--- src/rtl/host_bus_receiver.sv ---
// host_bus_receiver: synchronises the MCU two-phase write bus into clk10
// and decodes address/value pairs into run, duty and per-speaker delay registers.
`timescale 1ns/1ps
module host_bus_receiver #(
   parameter int         NUM_SPEAKERS = 37,
   parameter logic [5:0] DELAY_BASE   = 6'h10,
   parameter logic [5:0] DUTY_RESET   = 6'h08
) (
   input  logic                      clk10,
   input  logic                      reset_n,
   input  logic                      sync,
   input  logic                      address,
   input  logic [5:0]                data,
   output logic                      run,
   output logic [5:0]                duty,
   output logic [6*NUM_SPEAKERS-1:0] delays,
   output logic                      runStart,
   output logic                      protoError
);
   localparam int DW = 6*NUM_SPEAKERS;
   typedef enum logic {WAIT_ADDR, WAIT_DATA} state_t;
   state_t          state_q, state_d;
   logic [2:0]      sync_q;
   logic [1:0]      addr_q;
   logic [5:0]      data1_q, data2_q;
   logic [5:0]      regaddr_q, regaddr_d;
   logic            run_q, run_d;
   logic [5:0]      duty_q, duty_d;
   logic [DW-1:0]   delays_q, delays_d;
   logic            runstart_q, runstart_d;
   logic            perr_q, perr_d;
   logic            rise;
   logic            hit;
   // all three inputs share the same two-stage depth so address/data stay aligned with sync
   always_ff @(posedge clk10 or negedge reset_n) begin
      if (!reset_n) begin
         sync_q  <= '0;
         addr_q  <= '0;
         data1_q <= '0;
         data2_q <= '0;
      end else begin
         sync_q  <= {sync_q[1:0], sync};
         addr_q  <= {addr_q[0], address};
         data1_q <= data;
         data2_q <= data1_q;
      end
   end
   assign rise = sync_q[1] & ~sync_q[2];
   always_ff @(posedge clk10 or negedge reset_n) begin
      if (!reset_n) begin
         state_q    <= WAIT_ADDR;
         regaddr_q  <= '0;
         run_q      <= 1'b0;
         duty_q     <= DUTY_RESET;
         delays_q   <= '0;
         runstart_q <= 1'b0;
         perr_q     <= 1'b0;
      end else begin
         state_q    <= state_d;
         regaddr_q  <= regaddr_d;
         run_q      <= run_d;
         duty_q     <= duty_d;
         delays_q   <= delays_d;
         runstart_q <= runstart_d;
         perr_q     <= perr_d;
      end
   end
   always_comb begin
      state_d    = state_q;
      regaddr_d  = regaddr_q;
      run_d      = run_q;
      duty_d     = duty_q;
      delays_d   = delays_q;
      runstart_d = 1'b0;
      perr_d     = perr_q;
      hit        = 1'b0;
      if (rise) begin
         if (addr_q[1]) begin
            regaddr_d = data2_q;
            state_d   = WAIT_DATA;
            perr_d    = perr_q | (state_q == WAIT_DATA);
         end else if (state_q == WAIT_ADDR) begin
            perr_d = 1'b1;
         end else begin
            state_d = WAIT_ADDR;
            if (regaddr_q == 6'h00) begin
               perr_d = 1'b0;
            end else if (regaddr_q == 6'h01) begin
               run_d      = data2_q[0];
               runstart_d = data2_q[0] & ~run_q;
            end else if (regaddr_q == 6'h02) begin
               duty_d = data2_q;
            end else begin
               for (int n = 0; n < NUM_SPEAKERS; n++) begin
                  if (regaddr_q == DELAY_BASE + 6'(n)) begin
                     hit                 = 1'b1;
                     delays_d[6*n +: 6]  = data2_q;
                  end
               end
               perr_d = perr_q | ~hit;
            end
         end
      end
   end
   assign run        = run_q;
   assign duty       = duty_q;
   assign delays     = delays_q;
   assign runStart   = runstart_q;
   assign protoError = perr_q;
endmodule

--- config.mk ---
export PLATFORM = sky130hd
export DESIGN_NAME = host_bus_receiver
export DESIGN_NICKNAME = d
export VERILOG_FILES = /design/src/rtl/host_bus_receiver.sv
export SDC_FILE = /design/constraint.sdc
export NUM_CORES = 1
export LEC_CHECK = 0
export ABC_AREA = 1
export CAP_MARGIN = 5
export CORE_UTILIZATION = 50
export CTS_CLUSTER_SIZE = 8
export DETAILED_ROUTE_END_ITERATION = 16
export PLACE_DENSITY_LB_ADDON = 0.1
export SETUP_SLACK_MARGIN = 0.1
export SYNTH_ARGS = -nofsm -noshare
export SYNTH_HDL_FRONTEND = slang
export SYNTH_SLANG_ARGS = --single-unit
--- constraint.sdc ---
create_clock -name clk10 -period 4.18 [get_ports clk10]
set_input_delay 0.627 -clock clk10 [delete_from_list [all_inputs] [get_ports clk10]]
set_output_delay 0.627 -clock clk10 [all_outputs]
set_load 0.01 [all_outputs]
# --- Word-level counts from Yosys, hierarchy flattened ---
# Index checks and enable logic that the tools add are counted.
totals:
  inputBits: 10
  out_inout_bits: 231
  register_bits: 255
  elab_cells: 195
classes:
  mux: 54
  reduce_logical: 42
  n_bitwise: 11
  n_eq_ne: 41
ops:
  columns: ["cell", "n"]
  rows:
  - ["$reduce_and 7->1", 37]
  - ["$eq 6x6->1 const B", 21]
  - ["$eq 6x5->1 const B", 16]
  - ["$mux 1", 54]
  - ["$ne 4x4->1 const B", 2]
  - ["$not 1->1", 7]
  - ["$eq 6x1->1 const B", 1]
  - ["$eq 6x2->1 const B", 1]
  - ["$logic_not 6->1", 1]
  - ["$reduce_and 6->1", 1]
  - ["$reduce_and 5->1", 1]
  - ["$reduce_and 3->1", 1]
  - ["$and 1x1->1", 2]
  - ["$or 1x1->1", 2]
  - ["$reduce_and 2->1", 1]

# --- Longest topological paths before layout ---
depth:
  word_depth: 51
  ltp_mapped: 13
  depth_no_buf: 12

# --- Least setup slack after synthesis ---
# OpenSTA, ideal clock, no wires.
synth_timing:
  path_kind: "register to register"
  start: "register regaddr_q[0]"
  end: "register delays_q[215] (netlist: delays[215])"
  required_ps: 4048
  arrival_time_ps: 1665
  path_buffers: 2
  setup_ps: 132
  path_slack_ps: 2383
  synth_period_minus_slack_ps: 1797
  stages_incl_launch_ff: 11
  cell_sequence: "dfrtp_1 > nor2_2 > inv_2 > nor2_2 > inv_2 > nor2_2 > nor3_4 > buf_4 > nand4_1 > buf_2 > o21ai_1"
synth_via:
  elab_chain_len: 3
  elab_cells_between_ends: 8
  cone_classes: "eq/ne (3); bitwise (3); reduce/logical (2)"
synth_lines:
  columns: ["element", "line", "text"]
  rows:
  - ["start: declaration", "26", "logic [5:0] regaddr_q, regaddr_d;"]
  - ["start signal: assignment", "60", "regaddr_q <= regaddr_d;"]
  - ["$eq 6x2->1, or another cell as far along", "91", "end else if (regaddr_q == 6'h02) begin"]
  - ["$not 1->1 (no source line)", null, null]
  - ["$reduce_and 7->1 (no source line) *", null, null]
  - ["end signal: assignment", "63", "delays_q <= delays_d;"]
  - ["end: declaration", "29", "logic [DW-1:0] delays_q, delays_d;"]
# Every way passes the cells marked *; elsewhere a longest branch is shown, timed or not.
# A chain may end at the register's enable or synchronous reset.

# --- Worst setup path in the final report ---
layout_timing:
  start: "register regaddr_q[1]"
  end: "register delays_q[120] (netlist: delays[120])"
# The elaborated chain is that of the path after synthesis.

==> flow_metrics.env <==
export IMPL_syn_inst=954
export IMPL_utilization_pct=70.72
export IMPL_min_period_ns=2.792
export IMPL_global_route_wire_length_before_repair_mm=40.95
export IMPL_dieArea_mm2=0.01951
export IMPL_layout_nets=1184
export IMPL_core_rowCount=49
export IMPL_synth_simple_gate_area_share_pct=15.64
export IMPL_startpoint_type="flip-flop"
export IMPL_synth_yosys_seq_area_share_pct=67.33
export IMPL_cts_num_sinks=255
export IMPL_die_w_um=139.7
export IMPL_start_util_pct=51.88
export IMPL_first_global_vias=7065
export IMPL_summed_instance_area_of_the_synthesized_netlist_mm2=0.009479
export IMPL_finalHoldViolations=0
export IMPL_tritoncts="done"
export IMPL_worst_path_max_fanout=23
export IMPL_num_antenna_cells=0
export IMPL_post_cts_resized=0
export IMPL_yosys_cell_count_top_type="nand2_1"
export IMPL_worst_slack_ns=1.388
export IMPL_yosysTopAreaCellShare_pct=67.05
export IMPL_globalRoute_totalOverflow=0
export IMPL_drv_cap=0
export IMPL_cts_reportedPaths_clkPinSlew_ns=0.05
export IMPL_arrival_ns=3.15
export IMPL_yosys_warnings=0
export IMPL_async_s_r_ff_share_synth_pct=100.0
export IMPL_report_final_slew_viol_count=0
export IMPL_critical_path_endpoint_type="flip-flop"
export IMPL_timing_final_crit_share_pct=66.81
export IMPL_cts_root_buffer="clkbuf_16"
export IMPL_synth_top_cells_by_count="285 x nand2_1, 254 x dfrtp_1, 138 x o21ai_1, 97 x o21ai_0, 35 x clkbuf_1"
export IMPL_tightestPinTransition_ns=1.097
export IMPL_grt_max_degree=106
export IMPL_synth_top_family_by_area="simple AND/OR/NAND/NOR gates"
export IMPL_floorplan_core_area_mm2=0.01827
export IMPL_worst_skew_pair_late_latency_ns=0.50
export IMPL_finalClockSkew_ns=0.01808
export IMPL_drive_gt1_share_pct=5.758
export IMPL_cts_post_setup_buffers_inserted=0
export IMPL_drc_errors=0
export IMPL_slew_headroom_pct=26.77
export IMPL_yosys_top_cells_area="dfrtp_1 67%, nand2_1 11%, o21ai_1 7.3%"
export IMPL_antenna_found_initial=0
export IMPL_synth_avg_cell_area_um2=9.936
export IMPL_drt_wirelength_per_cell_um=18.11
export IMPL_yosys_area_top_type="dfrtp_1"
export IMPL_detail_route_first_pass_iterations=6
export IMPL_yosys_area_share_xor_xnor_pct=0
export IMPL_fmax_mhz=358.1
export IMPL_die_y_um=139.7
export IMPL_path_class="flip-flop to flip-flop"
export IMPL_syn2layout_area_growth_pct=36.30
export IMPL_synth_compound_area_share_pct=12.62
export IMPL_numCtsBuffers=37
export IMPL_io_pins=241
export IMPL_outcome="finished, final reports clean"
export IMPL_place_detailed_hpwl_mm=16.50
export IMPL_cts_buffer_depth=3
export IMPL_synthAdderAreaFrac_pct=0
export IMPL_ir_worst_vdd_uv=295.1
export IMPL_synth_net_count=964
export IMPL_power_leakage_nw=5.720
export IMPL_hold_path_class="primary input to asynchronous set/reset pin"
export IMPL_ys_flop_type="dfrtp_1"
export IMPL_drt_vias_per_instance=5.257
export IMPL_ctsHoldBuffers=0
export IMPL_power_density_mw_per_mm2=442.8
export IMPL_count_of_flip_flops_with_a_built_in_enable_after_synthesis=0
export IMPL_grt_use_total_pct=27.11
export IMPL_place_ws_ns=1.438
export IMPL_portBuffers=240
export IMPL_wirelength_mm=25.54
export IMPL_power_w=0.005721
export IMPL_synth_mux_area_fraction_pct=0
export IMPL_via_count=7412
export IMPL_total_neg_setup_slack_ns=0
export IMPL_routabilityCongestion=0.8773
export IMPL_iter_0_drt_violations=451
export IMPL_report_final_setup_viol=0
export IMPL_clock_tree_htree_level_count=2
export IMPL_timing_critical_path_required_ns=4.54
export IMPL_rsz_0062_raised_after_global_routing="no"
export IMPL_number_of_nets_still_failing_antenna_checks_after_routing=0
export IMPL_synth_cell_type_count=22
export IMPL_ys_seq_elements=255
[worst max-delay path, cell delays in order (launching register included)]
cell	delay, ns
dfrtp_1	0.43
inv_2	0.05
nand2_1	0.19
nor2_4	0.09
nand2_2	0.09
nand2_2	0.09
nor3_4	0.72
nand4_1	0.65
nand2_1	0.24
o21ai_1	0.10
[layout by cell type (no fill, tap or decap)]
master and instances:
clkbuf_1 7, nor3_1 3, nand2_2 3, o21ai_1 138, nor3_4 1, inv_6 2
dfrtp_1 254, clkinv_1 1, nor2_4 1, nand4_1 20, nor4_1 1, nand3_1 16
buf_4 10, inv_1 20, nand2_1 285, buf_12 1, nor2_1 28, o21ai_0 97
inv_2 5, clkdlybuf4s50_1 239, dfstp_2 1, clkbuf_16 37, a21oi_1 4, buf_8 1
nor2_2 6
[final cells by class]
cell class                 instances  area [µm²]
clock buffer                      44       952.2
clock inverter                     2       17.52
fill                            1421        5350
inverter                          26       97.59
multi-input combinational        603        2681
sequential                       255        6382
tap                              229       286.5
timing repair buffer             251        2502
[metrics by stage]
stage,hold WS [ns],std cells,cell area (µm²)
after floorplan,0.3312,954,9479
after global placement,0.3325,1364,11950
after detailed placement,0.3355,1364,11950
after CTS,0.2126,1410,12920
after global routing,0.2427,1410,12920
final,0.1734,1410,12920
[cells by family after synthesis]
kind of cell,after synthesis
buffers and inverters,96
AND/OR/NAND/NOR,364
AO/OA/AOI/OAI,239
flip-flops,255
[power breakdown]
part	internal (W)	total, W	switching [W]
combinational	0.000209	0.000525	0.000316
sequential	0.00257	0.00264	0.0000636
clock	0.00158	0.00256	0.000981
total	0.00436	0.00572	0.00136
[sequential cells by signal, summed over array words and instances, names as in the netlist]
| signal | flops |
|---|---|
| addr_q | 2 |
| data1_q | 6 |
| data2_q | 6 |
| delays | 222 |
| duty | 6 |
| protoError | 1 |
| regaddr_q | 6 |
| run | 1 |
| runStart | 1 |
| state_q | 1 |
| sync_q | 3 |
[layer usage]
layer | part of all wire, % | vias to the layer above | global-route usage (%)
met5 | 0 | - | 0
met4 | 1.3 | 0 | 6.478
met3 | 6.9 | 30 | 7.226
met2 | 47 | 246 | 43.24
met1 | 44 | 3579 | 37.17
li1 | - | 3557 | -
[worst paths after layout]
| kind | startpoint | slack, ns | end | cells past startpoint |
|---|---|---|---|---|
| max | regaddr_q[1] | 1.39 | delays[120] | 9 |
| min | reset_n | 0.17 | delays[153] | 1 |
| max reg2reg | regaddr_q[1] | 1.39 | delays[120] | 9 |
| min reg2reg | data1_q[5] | 0.34 | data2_q[5] | 0 |
| max in group asynchronous | reset_n | 3.06 | delays[74] | 2 |
| min in group clk10 | data1_q[5] | 0.34 | data2_q[5] | 0 |
(Power assumes the default switching activity.)
